## src/rtl/bet_round_sequencer.sv

```systemverilog
// bet_round_sequencer: one slot-machine play round around the player credit register.
// Flow: IDLE -> CHECK -> DEDUCT -> SPIN -> WAIT -> PAYOUT -> IDLE. Coins are accepted in
// every state, and every addition saturates at the register maximum.
// Optional build macro SPIN_TIMEOUT_EN adds a WAIT watchdog that refunds the bet on expiry.
module bet_round_sequencer #(
  parameter int unsigned SCORE_W      = 17,
  parameter int unsigned START_CREDIT = 10,
  parameter int unsigned SINGLE_BET   = 1,
  parameter int unsigned MAX_BET      = 5,
  parameter int unsigned COIN_VALUE   = 1,
  parameter int unsigned SPIN_TMO     = 50000000
) (
  input  logic               CLOCK_50,
  input  logic               reset,
  input  logic               coin_in,
  input  logic               bet_single,
  input  logic               bet_max,
  input  logic               spin_done,
  input  logic [SCORE_W-1:0] payout,
  output logic [SCORE_W-1:0] credits,
  output logic [SCORE_W-1:0] bet_amount,
  output logic               spin_start,
  output logic               busy,
  output logic               no_funds,
  output logic               timeout
);

  typedef enum logic [2:0] {
    StIdle,
    StCheck,
    StDeduct,
    StSpin,
    StWait,
    StPayout
  } state_e;

  // Two guard bits so credits + payout + coin never wraps before saturation.
  localparam int unsigned SumW = SCORE_W + 2;
  localparam logic [SumW-1:0]    SatMax      = {2'b00, {SCORE_W{1'b1}}};
  localparam logic [SumW-1:0]    CoinAdd     = SumW'(COIN_VALUE);
  localparam logic [SCORE_W-1:0] StartCredit = SCORE_W'(START_CREDIT);
  localparam logic [SCORE_W-1:0] BetSingle   = SCORE_W'(SINGLE_BET);
  localparam logic [SCORE_W-1:0] BetMax      = SCORE_W'(MAX_BET);

  state_e             state_q, state_d;
  logic [SCORE_W-1:0] credits_q, credits_d;
  logic [SCORE_W-1:0] bet_q, bet_d;
  logic [SCORE_W-1:0] payout_q, payout_d;

  logic [SumW-1:0] coin_add;
  logic [SumW-1:0] cred_ext;
  logic [SumW-1:0] bet_ext;
  logic [SumW-1:0] payout_ext;

`ifdef SPIN_TIMEOUT_EN
  localparam logic [31:0] TmoLast = 32'(SPIN_TMO - 1);
  logic [31:0] tmo_cnt_q, tmo_cnt_d;
`else
  logic unused_spin_tmo;
  assign unused_spin_tmo = ^SPIN_TMO;
`endif

  function automatic logic [SCORE_W-1:0] sat(input logic [SumW-1:0] v);
    return (v > SatMax) ? SatMax[SCORE_W-1:0] : v[SCORE_W-1:0];
  endfunction

  assign coin_add   = coin_in ? CoinAdd : '0;
  assign cred_ext   = {2'b00, credits_q};
  assign bet_ext    = {2'b00, bet_q};
  assign payout_ext = {2'b00, payout_q};

  assign credits    = credits_q;
  assign bet_amount = bet_q;
  assign busy       = (state_q != StIdle);

  // Next-state, credit arithmetic and the Moore/Mealy pulse outputs.
  always_comb begin
    state_d    = state_q;
    bet_d      = bet_q;
    payout_d   = payout_q;
    credits_d  = sat(cred_ext + coin_add);
    spin_start = 1'b0;
    no_funds   = 1'b0;
    timeout    = 1'b0;
`ifdef SPIN_TIMEOUT_EN
    tmo_cnt_d  = '0;
`endif
    unique case (state_q)
      StIdle: begin
        if (bet_max) begin
          bet_d   = BetMax;
          state_d = StCheck;
        end else if (bet_single) begin
          bet_d   = BetSingle;
          state_d = StCheck;
        end
      end
      StCheck: begin
        if (credits_q >= bet_q) begin
          state_d = StDeduct;
        end else begin
          no_funds = 1'b1;
          state_d  = StIdle;
        end
      end
      StDeduct: begin
        // CHECK guarantees credits >= bet, so the subtraction cannot underflow.
        credits_d = sat(cred_ext - bet_ext + coin_add);
        state_d   = StSpin;
      end
      StSpin: begin
        spin_start = 1'b1;
        state_d    = StWait;
      end
      StWait: begin
        if (spin_done) begin
          payout_d = payout;
          state_d  = StPayout;
        end
`ifdef SPIN_TIMEOUT_EN
        else if (tmo_cnt_q == TmoLast) begin
          timeout   = 1'b1;
          credits_d = sat(cred_ext + bet_ext + coin_add);
          state_d   = StIdle;
        end else begin
          tmo_cnt_d = tmo_cnt_q + 32'd1;
        end
`endif
      end
      StPayout: begin
        credits_d = sat(cred_ext + payout_ext + coin_add);
        state_d   = StIdle;
      end
      default: state_d = StIdle;
    endcase
  end

  // State and datapath registers; reset abandons any round in flight.
  always_ff @(posedge CLOCK_50 or posedge reset) begin
    if (reset) begin
      state_q   <= StIdle;
      credits_q <= StartCredit;
      bet_q     <= '0;
      payout_q  <= '0;
    end else begin
      state_q   <= state_d;
      credits_q <= credits_d;
      bet_q     <= bet_d;
      payout_q  <= payout_d;
    end
  end

`ifdef SPIN_TIMEOUT_EN
  // Watchdog counter: counts WAIT cycles, cleared whenever WAIT is left.
  always_ff @(posedge CLOCK_50 or posedge reset) begin
    if (reset) begin
      tmo_cnt_q <= '0;
    end else begin
      tmo_cnt_q <= tmo_cnt_d;
    end
  end
`endif

endmodule

```

## config.mk

```make
export PLATFORM = sky130hd
export DESIGN_NAME = bet_round_sequencer
export DESIGN_NICKNAME = d
export VERILOG_FILES = /design/src/rtl/bet_round_sequencer.sv
export SDC_FILE = /design/constraint.sdc
export NUM_CORES = 1
export LEC_CHECK = 0
export CORE_UTILIZATION = 60
export CTS_BUF_LIST = sky130_fd_sc_hd__clkbuf_4 sky130_fd_sc_hd__clkbuf_8 sky130_fd_sc_hd__clkbuf_16
export CTS_CLUSTER_DIAMETER = 200
export CTS_CLUSTER_SIZE = 24
export DETAILED_ROUTE_END_ITERATION = 16
export GPL_TIMING_DRIVEN = 0
export HOLD_SLACK_MARGIN = 0.15
export PLACE_DENSITY = 0.84
export SLEW_MARGIN = 5
export SYNTH_ARGS = -nofsm -noshare
export SYNTH_HDL_FRONTEND = slang
export SYNTH_SLANG_ARGS = --single-unit
```

## constraint.sdc

```tcl
create_clock -name CLOCK_50 -period 7.1 [get_ports CLOCK_50]
set_input_delay 0.71 -clock CLOCK_50 [delete_from_list [all_inputs] [get_ports CLOCK_50]]
set_output_delay 0.71 -clock CLOCK_50 [all_outputs]
set_load 0.1 [all_outputs]
```

==> results of run 1 <==
state kept, by name (all words and copies together), names as in the netlist:
name / flops
credits: 17
state_q: 3
bet_amount: 2
payout_q: 17
kinds of logic after synthesis:
family	synth area share
AOI/OAI and AO/OA	0.230
muxes	0.0541
xor gates and xnor gates	0.0965
buffers and inverters	0.0830
other	0.000921
adders and majority gates	0.0805
and+or+nand+nor	0.214
DFF	0.240
metal layers:
layer	vias to the layer above	wire length, microns	GRT usage
li1	1845	-	-
met1	1833	4610	0.401
met2	136	4870	0.504
met3	21	609	0.0354
met4	0	171	0.0863
met5	-	0	0
through the flow:
step | util | instances | hold slack (ps) | setup slack (ps) | area (sq um)
finish | 0.743 | 622 | 515 | 2500 | 4800
global route | 0.743 | 622 | 523 | 2400 | 4800
CTS | 0.743 | 622 | 517 | 2570 | 4800
detailed placement | 0.722 | 614 | 498 | 2910 | 4660
global placement | 0.722 | 614 | 494 | 2850 | 4660
floorplan | - | 493 | 485 | 1070 | 4130
cell usage after synthesis (all sizes together), types with 6 or more instances:
cell and number:
o21ai 24, inv 22, nand2b 8, xnor2 32
clkbuf 10, buf 30, a21oi 38, nand3 26
o211ai 7, mux2 16, or3 6, nor4 9
xor2 12, dfrtp 37, nor2 35, nor3 16
a21o 9, nand2 36, ha 23
critical path, delay by kind of cell, from the launching register on:
kind | cells | cell delay, ps
buffers and inverters | 3 | 1590
AND/OR/NAND/NOR | 4 | 1570
flip-flops | 1 | 430
cell type report:
cell class / count / area (sq um)
Multi-Input combinational cell: 392 / 2810
Fill cell: 507 / 1660
Tap cell: 77 / 96.3
Clock inverter: 2 / 60.1
Clock buffer: 6 / 76.3
Buffer: 40 / 255
Timing Repair Buffer: 44 / 440
Inverter: 22 / 82.6
Sequential cell: 39 / 978
worst max-delay path by stage:
stage	startpoint	endpoint	slack, ps	cells after the start
after detailed placement	credits[8]	no_funds	2910	7
after global routing	credits[8]	no_funds	2400	7
after global placement	credits[8]	no_funds	2850	7
after CTS	credits[8]	no_funds	2570	7
final	credits[8]	no_funds	2500	7
after floorplan	bet_amount[2]	no_funds	1070	7
==> flow_summary.ini, run 1 <==
[yosys]
netlist_instances = 478
synth_ff_type = dfrtp_1
synth_area_leaders = dfrtp_1 (23%), ha_1 (7.1%), xnor2_1 (6.9%)
synth_async_sr_flop_share = 1.00
yosys_register_bits = 39
ys.warnings.count = 0
post-synth-top-area-cell = dfrtp_1
synth_edf_count = 0
ys_seq_area_frac = 0.240
syn_area_sq_mm = 0.00407
syn_avg_cell_area_sq_um = 8.52
synth.top_cell.area_share = 0.227
ys_types = 70

[route]
wl_microns = 10300
antenna_left = 0
dr.pass1.iters = 10
drt_iter0_drc = 383
drc = 6
viasPerCell = 6.17
via_count = 3835
wire_per_inst_microns = 16.5

[sta]
finalCritPeriodShare = 0.647
skew_ps = 8.54
setup_viol = 0
max-slew-margin-rel = 0.345
slew_viol_final = 0
tightest_slew_ps = 979
hold_violations = 0
rsz0062_at_grt = false
fmax_ghz = 0.218
finalCriticalPeriod_ps = 4600
tns_ps = 0

[setup_path]
r2r_end = credits[15]
crit_path_end_kind = output pin
cp_slowest_cell = clkdlybuf4s50_1
startpoint_type = flop
crit_fanout = 9
ff2ff_path_depth = 10
cp_cell_sequence = buf_2, or3_1, buf_2, nor4_1, nand3_1, nor4b_1, clkdlybuf4s50_1
criticalPathCategory = flop to output pin
crit_path_max_incr_delay_ps = 1210
crit_required_ps = 6390
cp_data_arrival_time_ps = 3890
path_common_cell = buf_2
r2r_slack_ps = 3650
r2r-start = credits[2]

[outcome]
violations = design-rule violations
outcome = finished with violations

[placed_design]
io_buffers = 44
hpwl_microns = 7910
routabilityCongestion = 0.884

[clock_network]
cts.sinks = 39
cts_buffer_depth = 2
cts_tree = yes
clkLatencyLatePin_ps = 300
ctsHoldBuffers = 0
cts_setup_buffers = 0
cts_inserted_buffers = 5
cts_root_buffer = clkbuf_8
cts_resized = 0
path_clk_slew_ps = 80
cts_max_level = 2

[min_path]
min_from = bet_amount[0]
min_to = bet_amount[0]
whs_path_depth = 1
hold_path_class = flop to flop

[floorplanning]
dieArea_sq_mm = 0.00712
core-area_sq_mm = 0.00646
die_y_microns = 84.4
rows = 29
boundaryPins = 61
die_x_microns = 84.4
start_util = 0.630

[final_layout]
nets = 592
syn_to_final_growth_pct = 17.9
final_common_cell = clkdlybuf4s50_1
diodes = 0
layout_common_cells = clkdlybuf4s50_1 (44), a21oi_1 (38), dfrtp_1 (37)
drive_gt1_frac = 0.158

[grt]
grt_pass1_wl_microns = 17000
grt_overflow = 0
grt_pass1_vias = 3592
grt_max_degree = 40
grt_use_total = 0.297
antenna_found_initial = 0

[run]
drv_cap = 0
Power of run 1 is not shown: default switching activity piles up to over one toggle a cycle in this logic, so the estimate is an artifact.
==> inputs of run 2 (changes only) <==
Settings changed: CORE_UTILIZATION 60 to 56, PLACE_DENSITY 0.84 to 0.79.
Clock period 7.1 ns to 4.6 ns, I/O delays scaled along.
==> run 2 against run 1 <==
  * The flow now finishes without violations
  * Count of clock-buffer cells in the layout increased by 2
  * First-iteration DRC count decreased by 27%
  * Global-route usage decreased by 1.5 points
  * Register-to-register slack got worse by 2500 ps
  * Highest routed layer unchanged
==> flow_summary.ini, run 2 (synthesis results as in run 1) <==
[sta]
tns_ps = 0
slew_viol_final = 0
whs_ps = 519
finalCritPeriodShare = 0.930
fmax_ghz = 0.234
max-slew-margin-rel = 0.347
tightest_slew_ps = 976
skew_ps = 11.2
hold_violations = 0
finalCriticalPeriod_ps = 4280
setup_viol = 0
rsz0062_at_grt = false

[setup_path]
cp_slowest_cell = clkdlybuf4s50_1
path_common_cell = buf_2
cp_data_arrival_time_ps = 3820
cp_cell_sequence = buf_2, or3_1, buf_2, nor4_1, nand3_1, nor4b_2, clkdlybuf4s50_1
crit_required_ps = 4140
startpoint_type = flop
criticalPathCategory = flop to output pin
crit_buf_inv = 3
crit_fanout = 9
crit_path_end_kind = output pin
cpLargestDelayFamily = simple AND/OR/NAND/NOR gates
crit_path_max_incr_delay_ps = 1170

[grt]
grt_max_degree = 40
grt_pass1_vias = 3540
grt_overflow = 0
grt_use_total = 0.282
antenna_found_initial = 0
grt_pass1_wl_microns = 16700

[placed_design]
routabilityCongestion = 0.855
io_buffers = 44
hpwl_microns = 8090
dpl_cell_area_sq_mm = 0.00469

[route]
drt_iter0_drc = 281
wl_microns = 10200
dr.pass1.iters = 5
viasPerCell = 5.85
antenna_left = 0
drc = 0
wire_per_inst_microns = 15.9
via_count = 3751

[floorplanning]
core-area_sq_mm = 0.00691
boundaryPins = 61
dieArea_sq_mm = 0.00762
start_util = 0.589
die_x_microns = 87.3
die_y_microns = 87.3
rows = 30

[final_layout]
final_common_cell = clkdlybuf4s50_1
syn_to_final_growth_pct = 17.9
layout_common_cells = clkdlybuf4s50_1 (44), a21oi_1 (38), dfrtp_1 (37)
nets = 592
final_util = 0.695
nFillCells = 596
final_area_sq_mm = 0.00480
diodes = 0
drive_gt1_frac = 0.160

[clock_network]
cts_inserted_buffers = 5
cts.sinks = 39
cts_max_level = 2
cts_setup_buffers = 0
cts_tree = yes
clkLatencyLatePin_ps = 300
cts_resized = 0
cts_buffer_depth = 2
path_clk_slew_ps = 70
ctsHoldBuffers = 0
cts_root_buffer = clkbuf_8

[outcome]
outcome = finished clean

[run]
drv_cap = 0

[min_path]
hold_path_class = flop to flop
## run 2: cell count changes in the layout (fill, tap and decap cells not counted), sizes merged
cell,delta
clkbuf,+2
bufinv,-2
## run 2: cell type report
type | instances | area (sq um) | share of cell area
plain buffers | 40 | 255 | 0.0532
clock buffers | 8 | 104 | 0.0216
inverters | 22 | 82.6 | 0.0172
multi-input cells | 392 | 2820 | 0.587
flip-flops and latches | 39 | 978 | 0.204
well taps | 96 | 120 | 0.0250
repair buffers | 44 | 440 | 0.0918
## run 2: path summary, 6_finish.rpt
path / startpoint / endpoint / slack (ps) / cells after the start
min in group asynchronous: reset / payout_q[11] / 620 / 2
max: credits[8] / no_funds / 320 / 7
max in group asynchronous: reset / payout_q[1] / 3450 / 2
min: payout_q[2] / payout_q[2] / 520 / 1
max reg2reg: credits[2] / credits[15] / 1140 / 10
min reg2reg: payout_q[2] / payout_q[2] / 520 / 1
## run 2: worst register-to-register path, delay by kind of cell, from the launching register on
family	cells	cell delay, ps
XOR/XNOR	1	200
adder cells (fa/ha/maj)	1	330
AO/OA/AOI/OAI	4	820
buffers and inverters	1	240
flip-flops	1	500
AND/OR/NAND/NOR	3	1240
## run 2: through the flow
| step | worst slack, ps | std cells |
|---|---|---|
| after floorplan | 220 | 493 |
| after global routing | 214 | 641 |
| after global placement | 705 | 633 |
| after CTS | 344 | 641 |
| after detailed placement | 676 | 633 |
| final | 320 | 641 |
## run 2: per-layer routing
metal | track usage | vias up | part of all wire
li1 | - | 1843 | -
met1 | 0.392 | 1773 | 0.46
met2 | 0.470 | 124 | 0.47
met3 | 0.0265 | 11 | 0.060
met4 | 0.0745 | 0 | 0.015
met5 | 0 | - | 0
Power of run 2 is left out for the same reason.
